===== config.mk =====
export PLATFORM = sky130hd
export DESIGN_NAME = pi_output_conditioner_flat
export DESIGN_NICKNAME = d
export VERILOG_FILES = /design/src/rtl/pi_output_conditioner_if.sv /design/src/rtl/pi_output_conditioner.sv /design/src/flat_wrapper.sv
export SDC_FILE = /design/constraint.sdc
export NUM_CORES = 1
export LEC_CHECK = 0
export CAP_MARGIN = 40
export CORE_MARGIN = 2
export CORE_UTILIZATION = 30
export CTS_BUF_LIST = sky130_fd_sc_hd__clkbuf_4
export CTS_CLUSTER_SIZE = 40
export DETAILED_ROUTE_END_ITERATION = 10
export PLACE_DENSITY = 0.45
export SYNTH_ARGS = -nofsm -noshare
export SYNTH_HDL_FRONTEND = slang
export SYNTH_SLANG_ARGS = --single-unit

===== constraint.sdc =====
create_clock -name clk -period 6.81 [get_ports clk]
set_input_delay 1.0215 -clock clk [delete_from_list [all_inputs] [get_ports clk]]
set_output_delay 1.0215 -clock clk [all_outputs]
set_load 0.005 [all_outputs]

===== src/rtl/pi_output_conditioner_if.sv =====
// Sample stream between the PI controller, the output conditioner and the DAC.
//   in_data   signed controller sample
//   in_valid  in_data qualifier, one cycle per sample
//   out_data  conditioned sample to the DAC (encoding chosen by the conditioner)
//   out_valid out_data pending
//   out_ready DAC accepts when out_valid && out_ready
// master: the controller/DAC side driving samples in and ready back.
// slave:  the conditioner.
interface pi_output_conditioner_if #(
  parameter int DATA_WIDTH = 16
);
  logic signed [DATA_WIDTH-1:0] in_data;
  logic                         in_valid;
  logic        [DATA_WIDTH-1:0] out_data;
  logic                         out_valid;
  logic                         out_ready;

  modport master (
    output in_data, in_valid, out_ready,
    input  out_data, out_valid
  );

  modport slave (
    input  in_data, in_valid, out_ready,
    output out_data, out_valid
  );
endinterface


===== src/rtl/pi_output_conditioner.sv =====
// PI controller output conditioner: clamps each controller sample to
// [limit_min, limit_max], slew-limits it by max_step per sample, and holds it
// in a single-entry valid/ready register for the DAC. On disable the output is
// ramped to park_value so the actuator never sees a step.
// Ports:
//   clk, reset     clock, synchronous active-high reset
//   enable         1 = track controller, 1->0 starts ramp to park_value
//   bus            sample stream (in_data/in_valid in, out_data/out_valid/out_ready)
//   limit_min/max  signed clamp window
//   max_step       unsigned max |change| per sample, 0 = no slew limit
//   park_value     signed value reached by the ramp
//   limiting       last processed sample was clamped or slew-limited
//   overrun_count  saturating count of samples overwritten before acceptance
//   running        1 while tracking the controller
module pi_output_conditioner #(
  parameter int unsigned DATA_WIDTH    = 16,
  parameter int          OFFSET_BINARY = 1,
  parameter int unsigned RAMP_DIV      = 8
) (
  input  logic                         clk,
  input  logic                         reset,
  input  logic                         enable,
  pi_output_conditioner_if.slave       bus,
  input  logic signed [DATA_WIDTH-1:0] limit_min,
  input  logic signed [DATA_WIDTH-1:0] limit_max,
  input  logic        [DATA_WIDTH-1:0] max_step,
  input  logic signed [DATA_WIDTH-1:0] park_value,
  output logic                         limiting,
  output logic [15:0]                  overrun_count,
  output logic                         running
);

  localparam int unsigned W  = DATA_WIDTH;
  localparam int unsigned CW = (RAMP_DIV > 1) ? $clog2(RAMP_DIV) : 1;

  typedef enum logic [1:0] {IDLE, RUN, RAMP} state_t;
  typedef logic signed [W:0] wide_t;

  function automatic logic [W-1:0] encode(input logic [W-1:0] v);
    return (OFFSET_BINARY != 0) ? {~v[W-1], v[W-2:0]} : v;
  endfunction

  state_t state_q, state_d;

  logic                run_go;
  logic                ramp_tick;
  logic [CW-1:0]       cnt_q;

  logic                s1_valid_q;
  logic signed [W-1:0] c_q;
  logic                hit_q;
  logic signed [W-1:0] prev_q;
  logic        [W-1:0] out_data_q;
  logic                out_valid_q;

  logic signed [W-1:0] clamp_lo, clamp_c;
  logic                clamp_hit;
  logic                slew_on;
  wide_t               step_w, diff, rdiff;
  logic signed [W-1:0] y, ramp_y, upd_val;
  logic                sample_upd, upd;

  // ---------------- FSM: state register ----------------
  always_ff @(posedge clk) begin
    if (reset) state_q <= IDLE;
    else       state_q <= state_d;
  end

  // ---------------- FSM: next state ----------------
  always_comb begin
    state_d = state_q;
    unique case (state_q)
      IDLE: if (enable) state_d = RUN;
      RUN:  if (!enable) state_d = RAMP;
      RAMP: begin
        if (enable)                    state_d = RUN;
        else if (prev_q == park_value) state_d = IDLE;
      end
      default: state_d = IDLE;
    endcase
  end

  // ---------------- FSM: outputs ----------------
  // Samples only advance while the FSM stays in RUN, so anything still in the
  // pipeline on the RUN->RAMP edge is dropped rather than emitted.
  always_comb begin
    running   = (state_q == RUN);
    run_go    = (state_q == RUN) && enable;
    ramp_tick = (state_q == RAMP) && !enable && (prev_q != park_value) &&
                (cnt_q == CW'(RAMP_DIV - 1));
  end

  // ---------------- datapath ----------------
  always_comb begin
    // Taking max first then min makes an inverted window yield limit_max.
    clamp_lo  = ($signed(bus.in_data) < limit_min) ? limit_min : $signed(bus.in_data);
    clamp_c   = (clamp_lo > limit_max) ? limit_max : clamp_lo;
    clamp_hit = (clamp_c != $signed(bus.in_data));

    slew_on = (max_step != '0);
    step_w  = {1'b0, max_step};
    diff    = {c_q[W-1], c_q} - {prev_q[W-1], prev_q};
    rdiff   = {park_value[W-1], park_value} - {prev_q[W-1], prev_q};

    y = c_q;
    if (slew_on && diff > step_w)       y = prev_q + max_step;
    else if (slew_on && diff < -step_w) y = prev_q - max_step;

    ramp_y = park_value;
    if (slew_on && (rdiff > step_w || rdiff < -step_w)) begin
      ramp_y = rdiff[W] ? (prev_q - max_step) : (prev_q + max_step);
    end

    sample_upd = run_go && s1_valid_q;
    upd        = sample_upd || ramp_tick;
    upd_val    = sample_upd ? y : ramp_y;
  end

  always_ff @(posedge clk) begin
    if (reset) begin
      s1_valid_q    <= 1'b0;
      c_q           <= '0;
      hit_q         <= 1'b0;
      prev_q        <= '0;
      out_data_q    <= encode('0);
      out_valid_q   <= 1'b0;
      limiting      <= 1'b0;
      overrun_count <= '0;
      cnt_q         <= '0;
    end else begin
      s1_valid_q <= run_go && bus.in_valid;
      if (run_go && bus.in_valid) begin
        c_q   <= clamp_c;
        hit_q <= clamp_hit;
      end

      // Divider only runs in RAMP, so every RAMP entry starts from zero.
      if (state_q == RAMP && cnt_q != CW'(RAMP_DIV - 1)) cnt_q <= cnt_q + CW'(1);
      else                                               cnt_q <= '0;

      if (upd) begin
        prev_q      <= upd_val;
        out_data_q  <= encode(upd_val);
        out_valid_q <= 1'b1;
        if (out_valid_q && !bus.out_ready && overrun_count != 16'hFFFF)
          overrun_count <= overrun_count + 16'd1;
      end else if (out_valid_q && bus.out_ready) begin
        out_valid_q <= 1'b0;
      end

      if (sample_upd)            limiting <= hit_q || (y != c_q);
      else if (state_q == RAMP)  limiting <= 1'b0;
    end
  end

  assign bus.out_data  = out_data_q;
  assign bus.out_valid = out_valid_q;

endmodule


===== src/flat_wrapper.sv =====
// flat-port wrapper written by rule: the top's interface ports become plain ports
module pi_output_conditioner_flat 
#(
  parameter int unsigned DATA_WIDTH    = 16,
  parameter int          OFFSET_BINARY = 1,
  parameter int unsigned RAMP_DIV      = 8
)
  (clk, reset, enable, limit_min, limit_max, max_step, park_value, limiting, overrun_count, running, bus_in_data, bus_in_valid, bus_out_ready, bus_out_data, bus_out_valid);
  pi_output_conditioner_if #(.DATA_WIDTH(DATA_WIDTH)) bus_i ();
  input  logic clk;
  input  logic reset;
  input  logic enable;
  input  logic signed [DATA_WIDTH-1:0] limit_min;
  input  logic signed [DATA_WIDTH-1:0] limit_max;
  input  logic        [DATA_WIDTH-1:0] max_step;
  input  logic signed [DATA_WIDTH-1:0] park_value;
  output logic limiting;
  output logic [15:0] overrun_count;
  output logic running;
  input wire logic [$bits(bus_i.in_data)-1:0] bus_in_data;
  input wire logic [$bits(bus_i.in_valid)-1:0] bus_in_valid;
  input wire logic [$bits(bus_i.out_ready)-1:0] bus_out_ready;
  output wire logic [$bits(bus_i.out_data)-1:0] bus_out_data;
  output wire logic [$bits(bus_i.out_valid)-1:0] bus_out_valid;
  assign bus_i.in_data = bus_in_data;
  assign bus_i.in_valid = bus_in_valid;
  assign bus_i.out_ready = bus_out_ready;
  assign bus_out_data = bus_i.out_data;
  assign bus_out_valid = bus_i.out_valid;
  pi_output_conditioner #(.DATA_WIDTH(DATA_WIDTH), .OFFSET_BINARY(OFFSET_BINARY), .RAMP_DIV(RAMP_DIV)) u_core (.clk(clk), .reset(reset), .enable(enable), .bus(bus_i), .limit_min(limit_min), .limit_max(limit_max), .max_step(max_step), .park_value(park_value), .limiting(limiting), .overrun_count(overrun_count), .running(running));
endmodule

==> metrics.cfg, run 1 <==
[timing]
setup_ws_ns=1.14
tns_ns=0
clock_skew_ns=0.0332
rsz0062_at_grt=no
period_minus_slack_ns=5.67
max_freq_mhz=176
hold_violations=0
hold_ws_ns=0.450
finalSetupViolCount=0
maxSlewViolCount=0
max_slew_margin_pct=43.8
period_share_pct=83.3
worst_slew_pin_slew_ns=0.840

[clock_tree]
hold_buffers=0
clk_pin_slew_ns=0.14
post_cts_buffers=0
cts_made_buffers=9
htreeDepth=3
cts_tree=yes
clk_latency_ns=0.47
cts_resized=0
clock-root-buffer=clkbuf_4
ctsLongestPathBuffers=2
cts.sinks=58

[die]
initial_core_util_pct=30.6
die-area_mm2=0.0348
core_mm2=0.0326
die_w_um=186
pin_count=120
rows=66
die_y_um=186

[final_layout]
fin_nets=1638
area.sequential_mm2=0.00116
mostFrequentLayoutCell=ha_1
area_growth_pct=17.0
multiInputGateArea_mm2=0.00810
drive_above_1_share_pct=6.32
stdcell_count=1836
final_area_mm2=0.0117
layout_common_cells=ha_1, clkdlybuf4s50_1, nor2_1
final_util_pct=35.8
nFillCells=3461

[place]
dp_cells=1819
place_congestion=0.881
dp_hpwl_um=31000
pre_cts_ws_ns=0.732
port_buffers=119
dpl-instance-area_mm2=0.0115

[min_path]
hold_class=reg -> reg

[synthesis]
ys_ff_latch=58
ys_types=95
synth_xor_area_share_pct=10.8
yosys.area_share.simple_pct=20.5
synthFlopType=dfxtp_1
netlist_area_mm2=0.00999
synth_cells=1298
synthAdderAreaFrac_pct=21.0
synth-edff-count=0
yosysWarnings=0
yosysSeqAreaShare_pct=11.6
synthMuxAreaShare_pct=4.41
syn_area_per_cell_um2=7.69
synth.net_count=1548
async_flop_share_pct=0
synth_top_family_by_area=compound AO/OA/AOI/OAI gates
synth_compound_area_share_pct=24.3

[power]
swShare_pct=44.8
p_per_area_mw_per_mm2=127
p_total_mw=1.48
pwr-share-clk_pct=17.8
seqPwrFrac_pct=23.8
comb_power_share_pct=58.4
intPower_mw=0.817
peakVddDrop_uv=63.6
p_leak_nw=4.88
p_sw_mw=0.663

[setup_path]
critPathArrivalTime_ns=6.01
end_kind=flop
critPathLaunchType=flop
worstPathRequired_ns=7.14
criticalPathCategory=reg -> reg
path_max_fanout=15

[global_route]
grt_first_pass_wirelength_um=56200
grt_usage_pct=20.7
overflow=0
antenna_found_initial=1
grt_pass1_vias=9752
grt_max_degree=58

[drt]
dr.first_iter.drc_count=652
dr.pass1.iters=5
num_vias=9837
wire_per_inst_um=19.9
postRouteAntennaNets=0
wl_um=36500
via_per_inst=5.36
route.detailed.drc=0

[run_status]
outcome=complete, no violations

[run]
drv_cap=0

[logic make-up (layout without fill, tap and decap cells)]
logic type      Yosys count  in the layout
xor+xnor                116            116
flops                    58             58
other cells               0              1
simple gates            393            393
mux                      41             41
fa+ha+maj               165            165
buf+inv                 167            262
compound gates          358            358
[synthesized netlist by cell type (8+ instances only)]
library cell | number | area (µm²)
o211ai_1 | 12 | 90.1
nand3b_1 | 16 | 120
nor3_1 | 28 | 140
a21oi_1 | 106 | 531
o21ai_1 | 9 | 45.0
mux2_2 | 21 | 236
nand2b_1 | 20 | 125
and3_1 | 8 | 50.1
nand2_1 | 69 | 259
inv_1 | 109 | 409
o21ai_0 | 66 | 330
a31oi_1 | 10 | 62.6
clkbuf_1 | 22 | 82.6
xor2_1 | 38 | 333
nand3_1 | 24 | 120
nor4_1 | 12 | 75.1
xnor2_1 | 73 | 639
dfxtp_1 | 58 | 1160
buf_4 | 17 | 128
or3_1 | 9 | 56.3
a211oi_1 | 22 | 165
nand4_1 | 25 | 156
nor2b_1 | 32 | 200
a21o_1 | 25 | 188
o21a_1 | 14 | 105
ha_1 | 161 | 2010
mux2i_1 | 17 | 170
nor2_1 | 110 | 413
[state kept, by name, summed over array words and instances (netlist names)]
signal and count:
u_core.prev_q 1, u_core.limiting 1, u_core.bus.out_data 16, u_core.state_q 2
u_core.cnt_q 3, u_core.c_q 16, u_core.overrun_count 16, u_core.hit_q 1
u_core.bus.out_valid 1, u_core.s1_valid_q 1
[power by group through the flow]
| stage | Clock, mW | Sequential, mW | Combinational, mW |
|---|---|---|---|
| after floorplan | 0 | 0.355 | 0.599 |
| after global placement | 0 | 0.359 | 0.857 |
| after detailed placement | 0 | 0.359 | 0.858 |
| after CTS | 0.273 | 0.352 | 0.862 |
| after global routing | 0.291 | 0.353 | 0.961 |
| final | 0.264 | 0.352 | 0.864 |
[metal layers]
| metal | wire length (µm) | global-route usage [%] |
|---|---|---|
| met1 | 17300 | 27.4 |
| met2 | 17300 | 35.9 |
| met5 | 0 | 0 |
| met4 | 785 | 5.23 |
| met3 | 1130 | 1.97 |
[final timing paths]
path	cells after the start	start	end	slack [ns]
max	23	u_core.bus.out_data[1]	u_core.bus.out_data[9]	1.14
min	1	u_core.cnt_q[0]	u_core.cnt_q[0]	0.45
max reg2reg	23	u_core.bus.out_data[1]	u_core.bus.out_data[9]	1.14
min reg2reg	1	u_core.cnt_q[0]	u_core.cnt_q[0]	0.45
[critical path, cell delays in order, from the launching register on]
cell	delay, ns
dfxtp_1	0.35
inv_1	0.09
ha_1	0.30
nor2b_1	0.13
o21ai_0	0.21
a21boi_0	0.16
o21ai_0	0.22
a21boi_0	0.16
o21a_1	0.20
o21ai_0	0.40
a31oi_1	0.25
o311ai_0	0.60
ha_1	0.36
nand2_1	0.10
nor3_1	0.07
o21ai_0	0.09
o21ai_0	0.18
o211a_2	0.34
nor2_4	0.38
buf_4	0.28
mux2_1	0.33
mux2i_1	0.16
a221o_1	0.16
a21oi_1	0.04
[cell type report]
cell class / count / area share, %
inverters: 111 / 3.57
diodes: 1 / 0.0214
repair buffers: 135 / 11.2
clock inverters: 6 / 0.493
flip-flops and latches: 58 / 9.94
well taps: 442 / 4.73
clock buffers: 10 / 0.643
multi-input cells: 1073 / 69.4
Note: power is estimated with default switching activity, not from simulation.
==> run 2: changes to the inputs <==
--- a/config.mk
+++ b/config.mk
@@ -11,7 +11,7 @@
 export CTS_BUF_LIST = sky130_fd_sc_hd__clkbuf_4
 export CTS_CLUSTER_SIZE = 40
 export DETAILED_ROUTE_END_ITERATION = 10
-export PLACE_DENSITY = 0.45
+export PLACE_DENSITY = 0.47
 export SYNTH_ARGS = -nofsm -noshare
 export SYNTH_HDL_FRONTEND = slang
 export SYNTH_SLANG_ARGS = --single-unit
==> constraint.sdc (replaced) <==
create_clock -name clk -period 5.2 [get_ports clk]
set_input_delay 0.78 -clock clk [delete_from_list [all_inputs] [get_ports clk]]
set_output_delay 0.78 -clock clk [all_outputs]
set_load 0.005 [all_outputs]
==> run 2 against run 1 <==
  * First-iteration DRC count is 17% lower
  * Utilization is 4.5 points higher
  * Sequential share of layout area is 1.1 points lower
  * Via count is 6.1% higher
  * Clock skew is 0.015 ns lower
  * Count of clock-buffer cells in the layout is 1 lower
  * Clock power is 51% higher
  * Combinational power is 66% higher
  * Worst hold slack worse by 0.0082 ns
==> metrics.cfg, run 2 (synthesis gave the netlist of run 1 again) <==
[drt]
route.detailed.drc=0  ; unchanged
wl_um=37500  ; +2.8%
postRouteAntennaNets=0  ; unchanged
num_vias=10400  ; +6.1%
dr.first_iter.drc_count=541  ; -17%
dr.pass1.iters=6  ; +1
wire_per_inst_um=18.7  ; -5.8%
via_per_inst=5.21  ; -2.8%

[place]
dp_hpwl_um=32100  ; +3.7%
pre_cts_ws_ns=-0.328  ; -1.06 ns
place_congestion=0.913  ; +3.6%
dp_cells=1985  ; +9.1%
port_buffers=119  ; unchanged
dpl-instance-area_mm2=0.0128  ; +11%

[power]
peakVddDrop_uv=131  ; +110%
p_leak_nw=5.77  ; +18%
p_total_mw=2.28  ; +54%
p_per_area_mw_per_mm2=174  ; +37%

[final_layout]
layout_common_cells=buf_4, ha_1, clkdlybuf4s50_1
nFillCells=3358  ; -3.0%
multiInputGateArea_mm2=0.00825  ; +1.8%
area.sequential_mm2=0.00116  ; +0.11%
area_growth_pct=31.7
final_util_pct=40.3  ; +4.5 points
stdcell_count=2003  ; +9.1%
mostFrequentLayoutCell=buf_4
final_area_mm2=0.0132  ; +13%
fin_nets=1805  ; +10%
drive_above_1_share_pct=17.6  ; +11 points

[timing]
worst_slew_pin_slew_ns=0.753  ; -0.0866 ns
max_slew_margin_pct=49.6  ; +5.8 points
maxSlewViolCount=0  ; unchanged
hold_ws_ns=0.442  ; -0.00816 ns
hold_violations=0  ; unchanged
period_minus_slack_ns=5.02  ; -0.657 ns
max_freq_mhz=199  ; +13%
setup_ws_ns=0.182  ; -0.953 ns
period_share_pct=96.5  ; +13 points
finalSetupViolCount=0  ; unchanged
tns_ns=0  ; unchanged
clock_skew_ns=0.0184  ; -0.0148 ns

[clock_tree]
htreeDepth=3  ; unchanged
clk_latency_ns=0.43  ; -0.04 ns
cts_tree=yes
ctsLongestPathBuffers=2  ; unchanged
cts_made_buffers=9  ; unchanged
cts.sinks=58  ; unchanged
post_cts_buffers=0  ; unchanged
clk_pin_slew_ns=0.12  ; -0.02 ns
clock-root-buffer=clkbuf_4

[setup_path]
crit_path_max_incr_delay_ns=0.41  ; -0.19 ns
ff2ff_path_depth=28  ; +22%
path_max_fanout=8  ; -7
regToRegSetupSlack_ns=0.18  ; -0.95 ns
slowest_stage=fa_1
criticalPathCategory=reg -> reg
critPathArrivalTime_ns=5.35  ; -0.66 ns
crit_top_cell=buf_4
worstPathRequired_ns=5.53  ; -1.61 ns
end_kind=flop
critPathLaunchType=flop

[run_status]
outcome=complete, no violations

[die]
pin_count=120  ; unchanged
rows=66  ; unchanged
die-area_mm2=0.0348  ; unchanged
die_y_um=186  ; unchanged
die_w_um=186  ; unchanged
core_mm2=0.0326  ; unchanged
initial_core_util_pct=30.6  ; unchanged

[global_route]
grt_max_degree=31  ; -47%
antenna_found_initial=1  ; unchanged
overflow=0  ; unchanged
grt_pass1_vias=10300  ; +5.7%
grt_usage_pct=20.8  ; +0.14 points
grt_first_pass_wirelength_um=57100  ; +1.5%

[min_path]
holdPathStages=1  ; unchanged
hold_class=reg -> reg

[run]
drv_cap=0  ; unchanged

[run 2: final cells by class]
cell class,count,share of cell area (%)
inverter,111,3.17
tap,442,4.20
antenna,1,0.0190
clock inverter,7,0.704
timing repair buffer,302,19.9
sequential,58,8.84
multi-input combinational,1073,62.7
clock buffer,9,0.514
[run 2: report_power, final]
group | internal (mW) | switching (mW)
Sequential | 0.450 | 0.00725
Clock | 0.194 | 0.205
Combinational | 0.685 | 0.742
Total | 1.33 | 0.955
[run 2: critical path, delay by kind of cell, from the launching register on]
kind / cells / cell delay (ns)
fa+ha+maj: 3 / 0.94
flops: 1 / 0.37
simple gates: 6 / 0.67
buf+inv: 7 / 0.97
mux: 1 / 0.27
compound gates: 10 / 1.43
xor+xnor: 1 / 0.25
[run 2: layer usage]
metal	part of all wire [%]	GRT usage (%)	routed length (µm)
met1	46	27.5	17200
met3	4.4	1.88	1640
met2	47	35.7	17700
met5	0	0	0
met4	2.6	6.74	992
[run 2: path summary, 6_finish.rpt]
path,end,start
setup / recovery,u_core.limiting,u_core.c_q[0]
hold / removal,u_core.cnt_q[0],u_core.cnt_q[0]
setup reg to reg,u_core.limiting,u_core.c_q[0]
hold reg to reg,u_core.cnt_q[0],u_core.cnt_q[0]
[run 2: what timing repair did]
item / in CTS / in global routing
hold buffers: 0 / 0
gates resized for setup: 7 / 32
pin swaps: 0 / 21
setup endpoints to repair: 15 / 18
gates cloned: 0 / 1
==> run 3: changes to the inputs <==
--- a/config.mk
+++ b/config.mk
@@ -12,6 +12,7 @@
 export CTS_CLUSTER_SIZE = 40
 export DETAILED_ROUTE_END_ITERATION = 10
 export PLACE_DENSITY = 0.47
+export SLEW_MARGIN = 15
 export SYNTH_ARGS = -nofsm -noshare
 export SYNTH_HDL_FRONTEND = slang
 export SYNTH_SLANG_ARGS = --single-unit
==> results of run 3 <==
The final DEF is identical to that of run 2; final timing and power are the same.
